### src/rtl/digit_serial_rom_adder_pkg.sv
// digit_serial_rom_adder_pkg: FSM state type and ROM entry generator for the digit-serial adder
package digit_serial_rom_adder_pkg;

  typedef enum logic [1:0] {IDLE, RUN, DONE} state_t;

  // Entry {c,x,y} of the digit ROM holds x + y + c as {carry, digit sum}
  function automatic int rom_entry(input int digit, input int idx);
    int mask;
    mask = (1 << digit) - 1;
    return ((idx >> (2 * digit)) & 1) + ((idx >> digit) & mask) + (idx & mask);
  endfunction

endpackage

### src/rtl/rom_digit_add.sv
// rom_digit_add: combinational ROM mapping {carry, x digit, y digit} to {carry out, sum digit}
module rom_digit_add
  import digit_serial_rom_adder_pkg::*;
#(
  parameter int DIGIT = 2
) (
  input  logic [2*DIGIT:0] addr_i,
  output logic [DIGIT:0]   data_o
);

  localparam int DEPTH = 1 << (2 * DIGIT + 1);

  logic [DIGIT:0] rom [DEPTH];

  for (genvar i = 0; i < DEPTH; i++) begin : g_rom
    assign rom[i] = (DIGIT + 1)'(rom_entry(DIGIT, i));
  end

  assign data_o = rom[addr_i];

endmodule

### src/rtl/digit_serial_rom_adder.sv
// digit_serial_rom_adder: WIDTH-bit adder processing DIGIT bits per cycle via a ROM, start/busy/done handshake
// Optional: DIGIT_SERIAL_ROM_ADDER_OVF_EN adds a registered two's-complement overflow output ovf.
module digit_serial_rom_adder
  import digit_serial_rom_adder_pkg::*;
#(
  parameter int WIDTH = 8,
  parameter int DIGIT = 2
) (
  input  logic             clk,
  input  logic             rst,
  input  logic             start,
  input  logic [WIDTH-1:0] a,
  input  logic [WIDTH-1:0] b,
  input  logic             cin,
  output logic             busy,
  output logic             done,
  output logic [WIDTH-1:0] sum,
  output logic             cout
`ifdef DIGIT_SERIAL_ROM_ADDER_OVF_EN
  ,
  output logic             ovf
`endif
);

  localparam int NDIG = WIDTH / DIGIT;
  localparam int IW   = NDIG > 1 ? $clog2(NDIG) : 1;

  state_t           state_q;
  logic [IW-1:0]    idx_q;
  logic [WIDTH-1:0] a_sh_q, b_sh_q, acc_q, acc_d, sum_q;
  logic             carry_q, c_next, cout_q, busy_q, done_q;
  logic [DIGIT-1:0] s_dig;
  logic             last, accept;
`ifdef DIGIT_SERIAL_ROM_ADDER_OVF_EN
  logic             a_msb_q, b_msb_q, ovf_q;
`endif

  rom_digit_add #(.DIGIT(DIGIT)) u_rom (
    .addr_i({carry_q, a_sh_q[DIGIT-1:0], b_sh_q[DIGIT-1:0]}),
    .data_o({c_next, s_dig})
  );

  // New digit enters at the top so the first (least significant) digit ends at the bottom
  always_comb begin
    acc_d  = WIDTH'({s_dig, acc_q} >> DIGIT);
    last   = idx_q == IW'(NDIG - 1);
    accept = start && (state_q != RUN);
  end

  // Handshake FSM with datapath shift registers and registered results
  always_ff @(posedge clk or posedge rst) begin
    if (rst) begin
      state_q <= IDLE;
      idx_q   <= '0;
      a_sh_q  <= '0;
      b_sh_q  <= '0;
      acc_q   <= '0;
      carry_q <= 1'b0;
      sum_q   <= '0;
      cout_q  <= 1'b0;
      busy_q  <= 1'b0;
      done_q  <= 1'b0;
`ifdef DIGIT_SERIAL_ROM_ADDER_OVF_EN
      a_msb_q <= 1'b0;
      b_msb_q <= 1'b0;
      ovf_q   <= 1'b0;
`endif
    end else begin
      done_q <= 1'b0;
      if (accept) begin
        state_q <= RUN;
        busy_q  <= 1'b1;
        a_sh_q  <= a;
        b_sh_q  <= b;
        carry_q <= cin;
        idx_q   <= '0;
        acc_q   <= '0;
`ifdef DIGIT_SERIAL_ROM_ADDER_OVF_EN
        a_msb_q <= a[WIDTH-1];
        b_msb_q <= b[WIDTH-1];
`endif
      end else if (state_q == RUN) begin
        a_sh_q  <= a_sh_q >> DIGIT;
        b_sh_q  <= b_sh_q >> DIGIT;
        carry_q <= c_next;
        acc_q   <= acc_d;
        idx_q   <= idx_q + 1'b1;
        if (last) begin
          state_q <= DONE;
          busy_q  <= 1'b0;
          done_q  <= 1'b1;
          sum_q   <= acc_d;
          cout_q  <= c_next;
`ifdef DIGIT_SERIAL_ROM_ADDER_OVF_EN
          ovf_q   <= (a_msb_q == b_msb_q) && (acc_d[WIDTH-1] != a_msb_q);
`endif
        end
      end else begin
        state_q <= IDLE;
      end
    end
  end

  assign busy = busy_q;
  assign done = done_q;
  assign sum  = sum_q;
  assign cout = cout_q;
`ifdef DIGIT_SERIAL_ROM_ADDER_OVF_EN
  assign ovf  = ovf_q;
`endif

endmodule

### config.mk
export PLATFORM = sky130hd
export DESIGN_NAME = digit_serial_rom_adder
export DESIGN_NICKNAME = d
export VERILOG_FILES = /design/src/rtl/digit_serial_rom_adder_pkg.sv /design/src/rtl/rom_digit_add.sv /design/src/rtl/digit_serial_rom_adder.sv
export SDC_FILE = /design/constraint.sdc
export NUM_CORES = 1
export LEC_CHECK = 0
export ABC_AREA = 0
export BUFFER_PORTS_ARGS = -buffer_cell sky130_fd_sc_hd__buf_2
export CORE_ASPECT_RATIO = 2
export CORE_MARGIN = 2
export CORE_UTILIZATION = 50
export DETAILED_ROUTE_END_ITERATION = 7
export GPL_TIMING_DRIVEN = 0
export PLACE_DENSITY = 0.75
export SLEW_MARGIN = 20
export SYNTH_ARGS = -nofsm -noshare
export SYNTH_HDL_FRONTEND = slang
export SYNTH_SLANG_ARGS = --single-unit
### constraint.sdc
create_clock -name clk -period 1.5 [get_ports clk]
set_input_delay 0.45 -clock clk [delete_from_list [all_inputs] [get_ports clk]]
set_output_delay 0.45 -clock clk [all_outputs]
set_load 0.01 [all_outputs]
==> metrics.yaml, run 1 <==
run_status:
  status: "finished, final reports clean"
synthesis:
  synth_mux_area_frac: 0.147
  synth_area_um2: 1840
  netlist-cell-type-count: 31
  synth_top_family_by_area: "simple AND/OR/NAND/NOR gates"
  synth_seq_cells: 38
  synth_adder_area_share: 0.0265
  synth-xor-area-share: 0.00950
  synth_warnings: 0
  synthSimpleGateAreaFrac: 0.156
  postSynthAreaPerCell_um2: 11.2
  synth-compound-area-share: 0.0814
  syn_nets: 187
  yosysSeqAreaShare: 0.516
  synthesis.instances: 164
power_and_ir_drop:
  pwr-share-comb: 0.462
  clkPwrFrac: 0.159
  irDropWorstVdd_uv: 1060
  p_int_mw: 2.80
  p_per_area_nw_per_um2: 2030
  p_leak_nw: 1.11
  netSwitchingPower_mw: 1.69
  p_sw_frac: 0.377
  seqPwrFrac: 0.379
  finalPower_mw: 4.50
floorplan:
  die_w_um: 46.9
  core-area_um2: 3570
  initial_utilization: 0.517
  io_pins: 31
  row_count: 31
  die_area_um2: 4220
  die_height_um: 89.9
route:
  viasPerCell: 5.10
  ant_nets: 0
  vias: 1295
  wl_um: 3570
  drc: 0
  drtIter0Drc: 22
  firstDrtPassIters: 4
  wire_per_inst_um: 14.0
global_routing:
  grt.total_usage: 0.202
  grt_pass1_vias: 1433
  antenna_found_initial: 0
  grt_pass1_wl_um: 6260
  grt_remaining_overflow: 0
  grt_max_degree: 39
cts:
  clock_path_buffers: 2
  cts_tree: "built"
  cts_hold_buf: 0
  numCtsBuffers: 5
  path_clk_slew_ns: 0.07
  root_buffer: "clkbuf_8"
  htreeDepth: 2
  clkLatencyLatePin_ns: 0.29
  cts_sinks: 38
worst_setup_path:
  crit_chain: "inv_2 -> ha_4 -> mux2i_2 -> mux2i_1 -> nand3b_1 -> o21ai_2"
  worst-endpoint-required_ns: 1.72
  worstPathMaxFanout: 3
  worstPathArrival_ns: 1.70
  crit_path_top_delay_cell: "dfrtp_2"
  start_kind: "register"
  worstSetupPathType: "register to register"
  max_stage_delay_ns: 0.43
  endpoint_kind: "register"
place:
  place_ws_ns: -0.0390
  gp_congestion: 0.812
  port_buffers: 29
  dp_hpwl_um: 2630
finish:
  multiInputGateArea_um2: 808
  nFillCells: 305
  area_growth_pct: 20.1
  antenna_cells: 0
  fin_nets: 227
  drive_gt1_frac: 0.356
  regArea_um2: 952
sta:
  worst_pin_slew_ns: 0.772
  skew_ns: 0.00655
  report.final.hold_viol_count: 0
  fmaxAchievable_mhz: 677
  timing.final.max_slew_violations: 0
  fin_crit_sh: 0.984
  setup_viol: 0
  worst_slack_ns: 0.0238
  period_minus_slack_ns: 1.48
  relSlewSlack: 0.485
  grt_setup_unrepaired: "yes"
min_path:
  hp-class: "input port to async pin"
job:
  max-cap-violations: 0
## Yosys cell counts, drive strengths merged
cell type,instances,area (um^2)
a211oi,1,7.51
a21oi,2,10.0
a31oi,1,6.26
and2,1,7.51
and2b,1,7.51
and3b,1,8.76
buf,11,95.1
dfrtp,38,951
ha,3,37.5
inv,5,23.8
maj3,1,11.3
mux2,6,90.1
mux2i,18,180
nand2,28,121
nand2b,1,6.26
nand3b,8,60.1
nor2,10,37.5
nor2b,3,26.3
nor3,1,5.00
nor3b,1,7.51
o21ai,20,111
o221ai,1,15.0
xnor2,1,8.76
xor2,1,8.76
## metal layers
metal	global-route usage	routed length [um]	vias up
met5	0	0	-
met4	0.0856	101	0
met3	0.0502	146	11
met2	0.334	1990	37
met1	0.235	1330	620
li1	-	-	627
## flip-flops by register name (all words and copies together) (netlist names)
signal	flops
sum	8
carry_q	1
state_q	2
a_sh_q	8
busy	1
idx_q	2
acc_q	6
done	1
b_sh_q	8
cout	1
## placed cells by master, fill, tap and decap left out, types with 3 or more instances in the layout
cell	count
dfrtp_1	37
buf_2	33
nand2_1	27
mux2i_1	17
o21ai_0	16
nor2_1	10
buf_6	8
nand3b_1	8
mux2_4	6
clkbuf_8	6
buf_4	3
o21ai_2	3
## power by group through the flow
stage | sequential, mW | clock (mW) | combinational, mW
after floorplan | 1.74 | 0 | 1.37
after global placement | 1.71 | 0 | 1.79
after detailed placement | 1.74 | 0 | 1.88
after CTS | 1.70 | 0.727 | 1.97
after global routing | 1.76 | 0.760 | 2.32
final | 1.70 | 0.713 | 2.08
## cells by family (layout without fill, tap and decap cells)
logic type / Yosys count / in the layout
AND/OR/NAND/NOR: 55 / 55
flip-flops: 38 / 38
AO/OA/AOI/OAI: 25 / 25
multiplexers: 24 / 24
buffers and inverters: 16 / 57
adder cells (fa/ha/maj): 4 / 4
XOR/XNOR: 2 / 2
## final timing paths
check / startpoint / to / slack [ns] / cells after the start
setup / recovery: b_sh_q[1] / sum[7] / 0.02 / 6
max in group asynchronous: rst / b_sh_q[1] / 0.66 / 2
min in group clk: b[6] / b_sh_q[6] / 0.40 / 3
hold reg to reg: sum[7] / sum[7] / 0.47 / 2
setup reg to reg: b_sh_q[1] / sum[7] / 0.02 / 6
hold / removal: rst / state_q[1] / 0.30 / 2
## final cells by class
type	instances	area share
clock buffers	7	0.0390
multi-input cells	110	0.365
inverters	5	0.0107
flip-flops and latches	38	0.430
repair buffers	33	0.0825
plain buffers	11	0.0429
clock inverters	1	0.00226
well taps	49	0.0277
## repair_timing
item                                    4_1_cts  5_1_grt
setup buffers                                 4        0
resized for setup                             1        8
pin swaps                                     0        6
hold endpoints to repair                      0        0
cloned                                        0        0
endpoints found under the setup margin        2        4
## worst max-delay path, delay by kind of cell, from the launching register on
family / cells / cell delay, ns
flip-flops: 1 / 0.43
buffers and inverters: 1 / 0.08
AND/OR/NAND/NOR: 1 / 0.15
adder cells (fa/ha/maj): 1 / 0.20
AO/OA/AOI/OAI: 1 / 0.15
multiplexers: 2 / 0.39
## through the flow
stage	area (um^2)	utilization	TNS [ns]	hold slack [ns]	instances
finish	2210	0.621	0	0.296	254
global route	2210	0.621	-0.00956	0.363	254
CTS	2170	0.609	0	0.314	254
detailed placement	2050	0.575	-0.0741	0.463	242
global placement	2050	0.575	-9.77	0.465	242
floorplan	1840	-	0	0.449	164
Note: power is estimated with default switching activity, not from simulation.
==> inputs of run 2 (changes only) <==
Settings changed: CORE_ASPECT_RATIO 2 to 0.9, PLACE_DENSITY 0.75 to 0.72.
Clock period 1.5 ns to 1.8 ns, I/O delays scaled along.
==> metrics.yaml, run 2 (synthesized netlist as in run 1, its figures left out) <==
cts:
  path_clk_slew_ns: 0.07  # about the same
  root_buffer: "clkbuf_8"
  cts_tree: "built"
  htreeDepth: 2  # unchanged
  ctsResizeCount: 0  # -1
  clock_path_buffers: 2  # unchanged
  cts_sinks: 38  # unchanged
  post_cts_buffers: 0  # -4
  clkLatencyLatePin_ns: 0.29  # about the same
  numCtsBuffers: 5  # unchanged
  cts_hold_buf: 0  # unchanged
power_and_ir_drop:
  finalPower_mw: 3.52  # -22%
  p_per_area_nw_per_um2: 1660  # -18%
  p_leak_nw: 1.08  # -2.3%
  irDropWorstVdd_uv: 857  # -19%
min_path:
  hp-class: "input port to async pin"
worst_setup_path:
  start_kind: "register"
  worstSetupPathType: "register to register"
  endpoint_kind: "register"
  worst-endpoint-required_ns: 2.02  # +0.30 ns
  worstPathMaxFanout: 7  # +4
  worstPathArrival_ns: 1.81  # +0.11 ns
  regToRegSetupSlack_ns: 0.21  # +0.19 ns
route:
  wl_um: 3360  # -5.8%
  vias: 1251  # -3.4%
  wire_per_inst_um: 13.8  # -1.9%
  viasPerCell: 5.13  # +0.56%
  drtIter0Drc: 51  # +130%
  ant_nets: 0  # unchanged
  drc: 0  # unchanged
  firstDrtPassIters: 4  # unchanged
finish:
  fin_nets: 223  # -1.8%
  drive_gt1_frac: 0.315  # -0.0411
  final_common_cell: "dfrtp_1"
  area_growth_pct: 15.1
  nFillCells: 302  # -0.98%
  multiInputGateArea_um2: 774  # -4.2%
  regArea_um2: 951  # -0.13%
  mostFrequentLayoutCells: "dfrtp_1, buf_2, nand2_1, mux2i_1, o21ai_0"
  antenna_cells: 0  # unchanged
  final_core_util: 0.615  # -0.00576
sta:
  timing.final.max_slew_violations: 0  # unchanged
  worst_slack_ns: 0.212  # +0.188 ns
  relSlewSlack: 0.484  # about the same
  finalSetupTns_ns: 0  # unchanged
  setup_viol: 0  # unchanged
  fmaxAchievable_mhz: 630  # -7.0%
  period_minus_slack_ns: 1.59  # +0.112 ns
  worst_pin_slew_ns: 0.772  # +0.000104 ns
  report.final.hold_viol_count: 0  # unchanged
  skew_ns: 0.00540  # -0.00115 ns
  grt_setup_unrepaired: "no"
  fin_crit_sh: 0.882  # -0.102
global_routing:
  grt_pass1_wl_um: 5860  # -6.4%
  antenna_found_initial: 0  # unchanged
  grt_max_degree: 39  # unchanged
  grt.total_usage: 0.190  # -0.0126
  grt_pass1_vias: 1318  # -8.0%
  grt_remaining_overflow: 0  # unchanged
floorplan:
  die_area_um2: 4190  # -0.68%
  row_count: 20  # -35%
  io_pins: 31  # unchanged
  initial_utilization: 0.534  # +0.0172
  die_height_um: 61.6  # -31%
  die_w_um: 68.0  # +45%
  core-area_um2: 3450  # -3.2%
run_status:
  status: "finished, final reports clean"
place:
  place_ws_ns: 0.249  # +0.288 ns
  dp_hpwl_um: 2370  # -10%
  gp_congestion: 0.746  # -8.1%
  port_buffers: 29  # unchanged
job:
  max-cap-violations: 0  # unchanged
run 2: cell type report:
| class | instances | share of cell area |
|---|---|---|
| sequential | 38 | 0.448 |
| clock buffer | 5 | 0.0324 |
| inverter | 5 | 0.0112 |
| clock inverter | 2 | 0.00471 |
| tap | 44 | 0.0259 |
| multi-input combinational | 110 | 0.365 |
| timing repair buffer | 29 | 0.0684 |
| buffer | 11 | 0.0448 |
run 2: final timing paths:
check                                 end  cells past startpoint      start
worst max-delay path               sum[7]                      6  b_sh_q[1]
worst min-delay path            a_sh_q[6]                      2        rst
worst max register to register     sum[7]                      6  b_sh_q[1]
worst min register to register     sum[6]                      2     sum[6]
max in group asynchronous          sum[0]                      2        rst
min in group clk                   sum[6]                      2     sum[6]
run 2: where the power goes:
part	switching, mW	leakage (nW)	internal [mW]	total, mW
clock	0.291	0.0438	0.260	0.550
sequential	0.209	0.486	1.21	1.42
combinational	0.838	0.554	0.707	1.55
run 2: routing by layer:
metal,share of wire,up-vias,global-route usage
li1,-,624,-
met2,0.48,27,0.309
met4,0.017,0,0.0771
met5,0,-,0
met1,0.46,593,0.242
met3,0.046,7,0.0512
run 2: metrics by stage:
step	hold WS, ns	instance area, um^2	instances
after floorplan	0.449	1840	164
after global routing	0.465	2120	244
after CTS	0.427	2120	244
after global placement	0.457	2040	237
final	0.383	2120	244
after detailed placement	0.464	2040	237
run 2: critical path, cell delays in order, from the launching register on:
cell,delay (ns)
dfrtp_1,0.45
inv_1,0.07
ha_1,0.29
mux2i_1,0.20
mux2i_1,0.21
nand3b_1,0.16
o21ai_2,0.14
==> inputs of run 3 (changes only) <==
Settings changed: PLACE_DENSITY 0.72 to 0.83.
==> metrics.yaml, run 3 (synthesized netlist as in run 1, its figures left out) <==
run_status:
  status: "finished, final reports clean"
worst_setup_path:
  worstPathArrival_ns: 1.79  # -0.02 ns
  cp.buffers_inverters: 1  # unchanged
  worst-endpoint-required_ns: 2.03  # about the same
  crit_family: "flip-flops"
  crit_start: "b_sh_q[1]"
  crit_chain: "inv_1 -> ha_1 -> mux2i_1 -> mux2i_1 -> nand3b_1 -> o21ai_2"
  endpoint_kind: "register"
  crit_path_frequent_cell: "mux2i_1"
  worstPathMaxFanout: 7  # unchanged
  start_kind: "register"
  worstSetupPathType: "register to register"
  crit_path_top_delay_cell: "dfrtp_1"
  r2r-start: "b_sh_q[1]"
  max_stage_delay_ns: 0.45  # about the same
job:
  max-cap-violations: 0  # unchanged
finish:
  fin_nets: 224  # +0.45%
  final_core_util: 0.640  # +0.0250
  final_common_cell: "dfrtp_1"
  antenna_cells: 0  # unchanged
  nFillCells: 313  # +3.6%
  area_growth_pct: 19.8
  mostFrequentLayoutCells: "dfrtp_1, buf_2, nand2_1, mux2i_1, o21ai_0"
  drive_gt1_frac: 0.322  # +0.00678
cts:
  clock_path_buffers: 2  # unchanged
  clkLatencyLatePin_ns: 0.29  # about the same
  cts_tree: "built"
  cts_sinks: 38  # unchanged
  path_clk_slew_ns: 0.08  # about the same
  post_cts_buffers: 0  # unchanged
  root_buffer: "clkbuf_8"
  ctsResizeCount: 0  # unchanged
  numCtsBuffers: 5  # unchanged
  htreeDepth: 2  # unchanged
  cts_hold_buf: 0  # unchanged
global_routing:
  grt.total_usage: 0.195  # +0.00493
  grt_pass1_wl_um: 5870  # +0.22%
  antenna_found_initial: 0  # unchanged
  grt_max_degree: 24  # -38%
  grt_pass1_vias: 1317  # -0.076%
  grt_remaining_overflow: 0  # unchanged
place:
  place_ws_ns: 0.258  # +0.00900 ns
  gp_congestion: 0.741  # -0.58%
  port_buffers: 29  # unchanged
  dp_hpwl_um: 2440  # +2.9%
floorplan:
  initial_utilization: 0.534  # unchanged
  die_area_um2: 4190  # unchanged
  row_count: 20  # unchanged
  core-area_um2: 3450  # unchanged
  die_w_um: 68.0  # unchanged
  die_height_um: 61.6  # unchanged
  io_pins: 31  # unchanged
power_and_ir_drop:
  irDropWorstVdd_uv: 705  # -18%
  p_leak_nw: 1.12  # +3.4%
  finalPower_mw: 3.85  # +9.2%
  p_per_area_nw_per_um2: 1740  # +5.0%
sta:
  timing.final.max_slew_violations: 0  # unchanged
  fin_crit_sh: 0.866  # -0.0164
  skew_ns: 0.00604  # +0.000642 ns
  relSlewSlack: 0.747  # +0.262
  fmaxAchievable_mhz: 642  # +1.9%
  report.final.hold_viol_count: 0  # unchanged
  period_minus_slack_ns: 1.56  # -0.0294 ns
  grt_setup_unrepaired: "no"
  setup_viol: 0  # unchanged
  worst_pin_slew_ns: 0.380  # -0.393 ns
  worst_slack_ns: 0.241  # +0.0294 ns
route:
  wl_um: 3360  # about the same
  vias: 1284  # +2.6%
  ant_nets: 0  # unchanged
  drtIter0Drc: 85  # +67%
  wire_per_inst_um: 13.7  # -0.78%
  drc: 0  # unchanged
  firstDrtPassIters: 4  # unchanged
  viasPerCell: 5.22  # +1.8%
min_path:
  hp-class: "input port to async pin"
-- run 3: cell count changes in the layout (fill, tap and decap cells not counted), sizes merged --
cell / change
bufinv: +2
buf: +1
clkinv: -1
-- run 3: per-layer routing --
layer  share of wire  wire length [um]  global-route usage
met5               0                 0                   0
met1            0.44              1470               0.242
met2            0.49              1660               0.319
met3           0.048               161              0.0567
met4           0.019                64              0.0857
-- run 3: power by group --
part | switching, mW | internal, mW
combinational | 0.832 | 0.713
clock | 0.318 | 0.555
sequential | 0.213 | 1.21
total | 1.36 | 2.48
-- run 3: final timing paths --
path / endpoint / depth (start not counted) / slack, ns
max in group asynchronous: sum[7] / 3 / 1.16
min: b_sh_q[7] / 2 / 0.22
max reg2reg: sum[7] / 6 / 0.24
min in group clk: sum[6] / 2 / 0.49
max: sum[7] / 6 / 0.24
min reg2reg: sum[6] / 2 / 0.49
-- run 3: cell type report --
class	instances	area, um^2	area share
flip-flops and latches	38	951	0.430
multi-input cells	110	774	0.351
repair buffers	30	173	0.0781
plain buffers	11	95.1	0.0430
clock buffers	5	68.8	0.0311
clock inverters	3	68.8	0.0311
well taps	44	55.1	0.0249
inverters	5	23.8	0.0108
-- run 3: stage by stage --
| step | instance area [um^2] | TNS [ns] | hold slack [ns] | instances |
|---|---|---|---|---|
| finish | 2210 | 0 | 0.217 | 246 |
| CTS | 2210 | 0 | 0.224 | 246 |
| detailed placement | 2070 | 0 | 0.475 | 238 |
| global placement | 2040 | -4.29 | 0.458 | 237 |
| global route | 2210 | 0 | 0.233 | 246 |
| floorplan | 1840 | 0 | 0.449 | 164 |
